===== config.mk =====
export PLATFORM = sky130hd
export DESIGN_NAME = fc_argmax
export DESIGN_NICKNAME = d
export VERILOG_FILES = /design/src/rtl/bnn_pkg.sv /design/src/rtl/fc_argmax.sv
export SDC_FILE = /design/constraint.sdc
export NUM_CORES = 1
export LEC_CHECK = 0
export CORE_MARGIN = 2
export CORE_UTILIZATION = 40
export CTS_CLUSTER_DIAMETER = 120
export DETAILED_ROUTE_END_ITERATION = 10
export PLACE_DENSITY_LB_ADDON = 0.2
export SLEW_MARGIN = 20
export SYNTH_ARGS = -nofsm -noshare
export SYNTH_HDL_FRONTEND = slang
export SYNTH_SLANG_ARGS = --single-unit
export TNS_END_PERCENT = 10

===== constraint.sdc =====
create_clock -name clk -period 6.2 [get_ports clk]
set_clock_uncertainty 0.05 [all_clocks]
set_input_delay 1.24 -clock clk [delete_from_list [all_inputs] [get_ports clk]]
set_output_delay 1.24 -clock clk [all_outputs]
set_load 0.01 [all_outputs]

===== src/rtl/bnn_pkg.sv =====
// Constants and state type shared by the BNN inference chain (fc, fc_argmax, top).
package bnn_pkg;

  localparam int NUM_CLASS   = 10;
  localparam int FC_DATA_W   = 32;
  localparam int CLASS_IDX_W = 4;

  typedef enum logic {
    IDLE = 1'b0,
    ACC  = 1'b1
  } argmax_state_e;

endpackage


===== src/rtl/fc_argmax.sv =====
// Running argmax over one frame of NUM_CLASS signed fc scores; one-cycle result pulse.
// Optional score buffer readback enabled with `define FC_ARGMAX_SCORE_BUF_EN.
module fc_argmax #(
  parameter int NUM_CLASS = bnn_pkg::NUM_CLASS,
  parameter int DATA_W    = bnn_pkg::FC_DATA_W,
  parameter int IDX_W     = bnn_pkg::CLASS_IDX_W
) (
  input  logic                     clk,
  input  logic                     rstn,
  input  logic                     ivalid,
  input  logic signed [DATA_W-1:0] din,
  input  logic                     clr,
  output logic                     ovalid,
  output logic        [IDX_W-1:0]  class_idx,
  output logic signed [DATA_W-1:0] max_score,
  output logic                     busy,
  input  logic        [IDX_W-1:0]  rd_addr,
  output logic signed [DATA_W-1:0] rd_data
);
  import bnn_pkg::*;

  // state | meaning
  // IDLE  | cnt=0, waiting for the first score of a frame
  // ACC   | cnt in 1..NUM_CLASS-1, accumulating the running max

  localparam logic [IDX_W-1:0] LAST = IDX_W'(NUM_CLASS - 1);

  argmax_state_e             state_q, state_d;
  logic        [IDX_W-1:0]   cnt_q, cnt_d;
  logic signed [DATA_W-1:0]  run_max_q, run_max_d;
  logic        [IDX_W-1:0]   run_idx_q, run_idx_d;
  logic        [IDX_W-1:0]   class_idx_q, class_idx_d;
  logic signed [DATA_W-1:0]  max_score_q, max_score_d;
  logic                      ovalid_q, ovalid_d;
  logic                      upd;

  always_ff @(posedge clk) begin
    if (!rstn) begin
      state_q     <= IDLE;
      cnt_q       <= '0;
      run_max_q   <= '0;
      run_idx_q   <= '0;
      class_idx_q <= '0;
      max_score_q <= '0;
      ovalid_q    <= 1'b0;
    end else begin
      state_q     <= state_d;
      cnt_q       <= cnt_d;
      run_max_q   <= run_max_d;
      run_idx_q   <= run_idx_d;
      class_idx_q <= class_idx_d;
      max_score_q <= max_score_d;
      ovalid_q    <= ovalid_d;
    end
  end

  always_comb begin
    state_d     = state_q;
    cnt_d       = cnt_q;
    run_max_d   = run_max_q;
    run_idx_d   = run_idx_q;
    class_idx_d = class_idx_q;
    max_score_d = max_score_q;
    ovalid_d    = 1'b0;
    // strict greater-than so ties keep the lower index
    upd = (state_q == IDLE) || (din > run_max_q);

    if (clr) begin
      state_d = IDLE;
      cnt_d   = '0;
    end else if (ivalid) begin
      if (upd) begin
        run_max_d = din;
        run_idx_d = cnt_q;
      end
      if (cnt_q == LAST) begin
        class_idx_d = upd ? cnt_q : run_idx_q;
        max_score_d = upd ? din : run_max_q;
        ovalid_d    = 1'b1;
        cnt_d       = '0;
        state_d     = IDLE;
      end else begin
        cnt_d   = cnt_q + 1'b1;
        state_d = ACC;
      end
    end
  end

  assign ovalid    = ovalid_q;
  assign class_idx = class_idx_q;
  assign max_score = max_score_q;
  assign busy      = (cnt_q != '0);

`ifdef FC_ARGMAX_SCORE_BUF_EN
  logic signed [DATA_W-1:0] score_buf_q [NUM_CLASS];

  always_ff @(posedge clk) begin
    for (int i = 0; i < NUM_CLASS; i++) begin
      if (!rstn) begin
        score_buf_q[i] <= '0;
      end else if (ivalid && !clr && (cnt_q == IDX_W'(i))) begin
        score_buf_q[i] <= din;
      end
    end
  end

  always_comb begin
    rd_data = '0;
    for (int i = 0; i < NUM_CLASS; i++) begin
      if (rd_addr == IDX_W'(i)) rd_data = score_buf_q[i];
    end
  end
`else
  logic unused_rd_addr;
  assign unused_rd_addr = ^rd_addr;
  assign rd_data        = '0;
`endif

endmodule


Word level (Yosys, flattened, before mapping)
Index checks and enable logic that the tools add are counted.
- input port bits: 40
- output and inout port bits: 70
- word-level logic and storage cells: 25
- register bits after elaboration: 78
- add/sub/neg operators: 1
- eq/ne operators: 1
- muxes and demuxes: 5
- bitwise logic cells: 4
- reduce and logical (&&, ||, !) cells: 6
- $lt $le $gt $ge: 1
- operator list (operator ; count):
    greater-than comparator 32 bit ; 1
    two-way mux 32 bit ; 1
    two-way mux 4 bit ; 2
    adder 4 x 1 -> 4 bit, second input constant ; 1
    == test 4 bit, second input constant ; 1
    inverter 1 bit ; 4
    nonzero test 4 bit ; 1
    AND reduction 3 bit ; 1
    OR reduction 3 bit ; 1
    two-way mux 1 bit ; 2
    AND reduction 2 bit ; 1
    OR reduction 2 bit ; 1
    logical OR 1 bit ; 1

Depth between registers and ports, before layout
Gate-level depths: netlist of the first run.
- depth in word-level cells: 3
- mapped depth: 11
- depth with buffers taken out: 9

Worst setup path after synthesis of the first run
No wires, ideal clock.
- path kind: input-to-reg
- start point: input port din[30]
- end point: register run_max_q[10]
- data required time: 6.032 ns
- setup time: 0.118 ns
- cell stages on the path: 10
- setup slack: 2.945 ns
- arrival time: 3.087 ns
- path buffers: 2
- cells stage by stage: ha_1 > a21oi_1 > nand2_1 > a221oi_2 > nand4_1 > a211o_2 > and3_4 > buf_12 > buf_12 > mux2i_1
- longest elaborated chain between the ends: 3
- ends and longest elaborated chain (item ; line ; RTL):
    start, declared ; fc_argmax.sv:11 ; input logic signed [DATA_W-1:0] din,
    greater-than comparator 32 bit ; fc_argmax.sv:66 ; upd = (state_q == IDLE) || (din > run_max_q);
    logical OR 1 bit ; fc_argmax.sv:66 ;
    two-way mux 32 bit ; - ;
    end signal, assigned ; fc_argmax.sv:49 ; run_max_q <= run_max_d;
    end, declared ; fc_argmax.sv:30 ; logic signed [DATA_W-1:0] run_max_q, run_max_d;
Every way passes these cells.
A chain may end at the register's enable or synchronous reset.

Worst setup path in the final report of the first run
- start point: input port din[31]
- end point: register max_score_q[6] (netlist: max_score[6])
- longest elaborated chain between the ends: 3
- ends and longest elaborated chain (item ; line ; RTL):
    greater-than comparator 32 bit ; fc_argmax.sv:66 ;
    logical OR 1 bit ; fc_argmax.sv:66 ;
    two-way mux 32 bit ; - ;
    end signal, assigned ; fc_argmax.sv:52 ; max_score_q <= max_score_d;
    end, declared ; fc_argmax.sv:33 ; logic signed [DATA_W-1:0] max_score_q, max_score_d;
Every way passes these cells.

==> results.md, run 1 <==
* Status: complete, no violations
* CP startpoint kind: input port
* Met3 Use GR at 3.53%
* Clk pin slew, worst setup/hold paths at 0.06 ns
* Worst-path maximum fanout at 16
* Final Slew Violations at 0
* Maximum clock rate at 0.230 GHz
* Dominant cells by area after synthesis: dfxtp_1 (35%), ha_1 (8.9%), mux2i_1 (8.2%)
* Core Box Area at 10,900 µm²
* Ports at 110
* GR Util met1 at 21.9%
* Die W at 110 µm
* Fin nets at 668
* Port Buffer Count at 73
* Total CTS buffers at 9
* CTS sink count at 78
* Max_cap viols at 0
* Crit end category: register
* Commonest non-fill, non-tap cell in the layout: nand2_1
* Yosys Warn Count at 0
* Worst-Skew Late Latency at 0.33 ns
* Vias in the first global route at 3,776
* RSZ-0062 raised after global routing: false
* Pleak at 0.00214 µW
* DRT antenna net count at 0
* CTS root buf: clkbuf_16
* First-pass GRT wire length at 17,700 µm
* Max-Slew Margin vs Limit at 46.3%
* Worst Path Required at 6.39 ns
* HPWL Detailed at 7120 µm
* Initial Util at 41.2%
* DR pass1 iterations at 4
* CTS Buffer Depth at 2
* Hold slack at 0.405 ns
* PostCTS Resize Cnt at 0
* Crit path kind: in2reg
* Placer congestion estimate at 0.781
* Least-Margin Pin Slew at 0.802 ns
* Min cycle time layout at 4.35 ns
* Cells after Synth at 544
* Area leader, netlist: dfxtp_1
* Die height at 110 µm
* Post-CTS setup buffers at 0
* Synth-to-Final Area Change at 20.1%
* Layout cells sized above 1 at 5.99%
* Ant. Diodes at 0
* Vias at 3,866
* Fillers at 1,090
* GRT overflow at 0
* Overall Global Routing Usage at 18.6%
* Vias/cell at 5.22
* Grt peak-use layer: met2
* H-tree lvl count at 3
* Primary FF master, synth: dfxtp_1
* Rows at 38
* Drc violations at 0
* Post-synth top area share at 34.7%
* Commonest non-fill, non-tap cells in the layout: nand2_1 (87), dfxtp_1 (78), clkdlybuf4s50_1 (72)
* Routed wire length at 10,800 µm
* Final worst slack at 1.85 ns
* Arrival time at the worst endpoint at 4.54 ns
* Worst Hold Class: reg2reg
* Initial DRC Count at 162
* PwrDens at 221 nW/µm²
* Post-synthesis sequential area ratio at 34.7%
* Final hold vios at 0
* Largest net degree at the start of global routing at 68
* Met2 global-route usage at 33.2%
* # hold bufs at CTS at 0
* Initial antenna violation count at 0
* Synth async-reset ratio at 0%
* Syn Area/Cell at 8.28 µm²
* Pre-CTS setup slack at 1.55 ns
* Number of synthesized flops with an enable pin at 0
* #FFs+latches synth at 78
* Die Area at 12,100 µm²
* Setup violators final at 0
* WL/cell at 14.5 µm
* Final period utilization at 70.1%
* Synth unique cells at 43
* Cell Area, Synth at 4500 µm²
* CTS tree: built
* Setup TNS at 0 ns
* Max rail drop VDD at 154 µV
cells by family after synthesis:
| logic type | share of synthesized area (%) |
|---|---|
| flip-flops | 34.7 |
| AO/OA/AOI/OAI | 16.0 |
| other | 0.0833 |
| multiplexers | 8.22 |
| XOR/XNOR | 0.389 |
| adder cells (fa/ha/maj) | 8.89 |
| AND/OR/NAND/NOR | 18.6 |
| buffers and inverters | 13.1 |
synth_stat cells, types with 7 or more instances:
master / instances
nor2_1: 36
a211oi_2: 9
ha_1: 32
o21ai_1: 7
a21oi_1: 23
o21ai_0: 38
a211oi_1: 20
dfxtp_1: 78
buf_4: 33
inv_1: 35
nand2_1: 88
mux2i_1: 37
clkbuf_1: 24
nor4_1: 28
where the power goes:
| group | total (µW) | internal [µW] | switching [µW] |
|---|---|---|---|
| Combinational | 146 | 60.6 | 85.8 |
| Clock | 524 | 313 | 211 |
| Sequential | 524 | 514 | 9.95 |
metrics by stage:
step,cell area (µm²),std cells,total power (µW),utilization [%]
finish,5410,741,1190,49.5
global route,5410,741,1250,49.5
CTS,5410,741,1210,49.4
detailed placement,5110,725,680,46.8
global placement,5110,725,676,46.7
floorplan,4620,575,648,-
sequential cells by signal, indices dropped and copies added, names as in the netlist:
signal and cells:
ovalid 1, run_idx_q 4, max_score 32, cnt_q 4, state_q 1, run_max_q 32
class_idx 4
cell type report:
type                       instances  area, µm²  area share [%]
clock buffer                      11        233            4.30
clock inverter                     5       58.8            1.09
inverter                          35        131            2.43
multi-input combinational        394       2480            45.9
sequential                        78       1560            28.9
tap                              140        175            3.24
timing repair buffer              78        766            14.2
worst max-delay path, cell delays in order:
cell             delay (ns)
clkdlybuf4s50_1        0.50
ha_1                   0.42
nand4_2                0.20
nor4_4                 0.46
nor3b_2                0.36
a211o_2                0.25
nand2_1                0.46
buf_4                  0.41
a211oi_1               0.24
worst paths after layout:
kind                                     from           end  slack, ns  depth (start not counted)
worst max-delay path                  din[31]  max_score[6]       1.85                          9
worst min-delay path             run_idx_q[3]  run_idx_q[3]       0.40                          2
worst max register to register  run_max_q[31]  max_score[6]       2.91                          9
worst min register to register   run_idx_q[3]  run_idx_q[3]       0.40                          2
layer usage:
layer	up-vias	routed length, µm
li1	1938	-
met5	-	0
met4	0	196
met1	1827	4890
met3	15	444
met2	86	5230
No activity file was read; power rests on OpenSTA's default activity.
==> run 2: changes to the inputs <==
clock period = 4 ns   (was 6.2 ns; I/O delays follow)
==> results.md, run 2 (synthesized netlist as in run 1, its figures left out) <==
* Max-Slew Margin vs Limit at 51.7% (+5.3 points)
* Worst Path Required at 4.21 ns (-2.18 ns)
* Port Buffer Count at 73 (unchanged)
* DR pass1 iterations at 4 (unchanged)
* RSZ-0062 raised after global routing: false
* Final Slew Violations at 0 (unchanged)
* PostCTS Resize Cnt at 0 (unchanged)
* Ant. Diodes at 0 (unchanged)
* HPWL Detailed at 7630 µm (+7.0%)
* Hold path startpoint: run_idx_q[0]
* Min cycle time layout at 3.41 ns
* GRT overflow at 0 (unchanged)
* Post-CTS setup buffers at 0 (unchanged)
* Worst Hold Class: reg2reg
* CTS tree: built
* Final Instance Count excl. Fillers at 750 (+1.2%)
* Overall Global Routing Usage at 19.3% (+0.78 points)
* Placer congestion estimate at 0.787 (+0.83%)
* PwrDens at 332 nW/µm² (+50%)
* Arrival time at the worst endpoint at 3.62 ns (-0.92 ns)
* Worst-Skew Late Latency at 0.34 ns (about the same)
* Core Box Area at 10,900 µm² (unchanged)
* Total CTS buffers at 9 (unchanged)
* Maximum clock rate at 0.294 GHz
* H-tree lvl count at 3 (unchanged)
* Fin nets at 677 (+1.3%)
* # placed instances at 734 (+1.2%)
* DRT antenna net count at 0 (unchanged)
* Pwr Total at 1830 µW (+53%)
* Initial Util at 41.2% (unchanged)
* Least-Margin Pin Slew at 0.725 ns (-0.0774 ns)
* Final hold vios at 0 (unchanged)
* Fillers at 1,058 (-2.9%)
* Worst r2r src: run_max_q[31]
* CTS Buffer Depth at 2 (unchanged)
* Setup TNS at 0 ns (unchanged)
* Crit path kind: in2reg
* CTS root buf: clkbuf_16
* Vias/cell at 5.21 (-0.23%)
* Worst-path maximum fanout at 16 (unchanged)
* Die height at 110 µm (unchanged)
* Max rail drop VDD at 180 µV (+17%)
* Initial DRC Count at 145 (-10%)
* Initial antenna violation count at 0 (unchanged)
* Pleak at 0.00218 µW (+1.8%)
* CP startpoint kind: input port
* Crit end category: register
* Crit path largest cell delay at 0.48 ns (-0.02 ns)
* Vias in the first global route at 3,813 (+0.98%)
* Drc violations at 0 (unchanged)
* Die Area at 12,100 µm² (unchanged)
* Cells along the critical path: clkdlybuf4s50_1, ha_1, nand4_2, nor4_4, nor3b_2, a211o_2, and3_4, buf_12, mux2i_1
* Vias at 3,904 (+0.98%)
* Largest net degree at the start of global routing at 68 (unchanged)
* Max_cap viols at 0 (unchanged)
* Final period utilization at 85.2%
* Commonest non-fill, non-tap cell in the layout: nand2_1
* Status: complete, no violations
* Synth-to-Final Area Change at 22.3%
* # hold bufs at CTS at 0 (unchanged)
* Routed wire length at 11,000 µm (+2.1%)
* Crit path from: din[31]
* Clk pin slew, worst setup/hold paths at 0.07 ns (about the same)
* Ports at 110 (unchanged)
* CTS sink count at 78 (unchanged)
* Layout cells sized above 1 at 7.70% (+1.7 points)
* Rows at 38 (unchanged)
* Hold slack at 0.407 ns (+0.00214 ns)
* First-pass GRT wire length at 18,500 µm (+4.3%)
* WL/cell at 14.6 µm (+0.83%)
* Die W at 110 µm (unchanged)
* Commonest non-fill, non-tap cells in the layout: nand2_1 (87), dfxtp_1 (78), clkdlybuf4s50_1 (72)
* Setup violators final at 0 (unchanged)
* CP max-delay cell: clkdlybuf4s50_1
## run 2: cell count changes in the layout (fill, tap and decap cells not counted), moves of 2 or more
cell / before / now
buf_12: 0 / 4
buf_4: 6 / 10
clkbuf_1: 2 / 0
clkinvlp_4: 2 / 4
## run 2: routing by layer
metal	vias to the layer above	share of wire [%]	track usage [%]
li1	1952	-	-
met1	1840	46	25.1
met2	98	48	32.1
met3	14	4.5	3.47
met4	0	1.5	7.14
met5	-	0	0
## run 2: cell type report
| type | count | area, µm² | share of cell area, % |
|---|---|---|---|
| Clock inverter | 7 | 56.3 | 1.02 |
| Sequential cell | 78 | 1560 | 28.4 |
| Timing Repair Buffer | 87 | 881 | 16.0 |
| Clock buffer | 9 | 225 | 4.09 |
| Inverter | 35 | 131 | 2.39 |
| Tap cell | 140 | 175 | 3.18 |
| Multi-Input combinational cell | 394 | 2480 | 45.0 |
## run 2: worst paths after layout
path	to	slack (ns)	depth (start not counted)
worst min register to register	run_idx_q[0]	0.41	2
worst min-delay path	run_idx_q[0]	0.41	2
worst max register to register	run_max_q[10]	1.21	9
worst max-delay path	run_max_q[10]	0.59	9
## run 2: worst max-delay path, delay by kind of cell
family / cells / cell delay, ns
and+or+nand+nor: 4 / 1.24
adders and majority gates: 1 / 0.40
muxes: 1 / 0.22
buffers and inverters: 2 / 0.69
AOI/OAI and AO/OA: 1 / 0.24
## run 2: stage by stage
stage	cell area, µm²	util (%)	setup slack (ns)
2_1_floorplan	4620	-	1.18
3_5_place_dp	5230	47.8	0.250
4_1_cts	5510	50.4	0.607
6_report	5510	50.4	0.593
5_1_grt	5510	50.4	0.444
3_3_place_gp	5230	47.8	0.351
## run 2: power by group
group          switching [µW]  internal, µW  total (µW)
clock network             354           426         780
logic                     135           102         237
registers                15.1           796         811
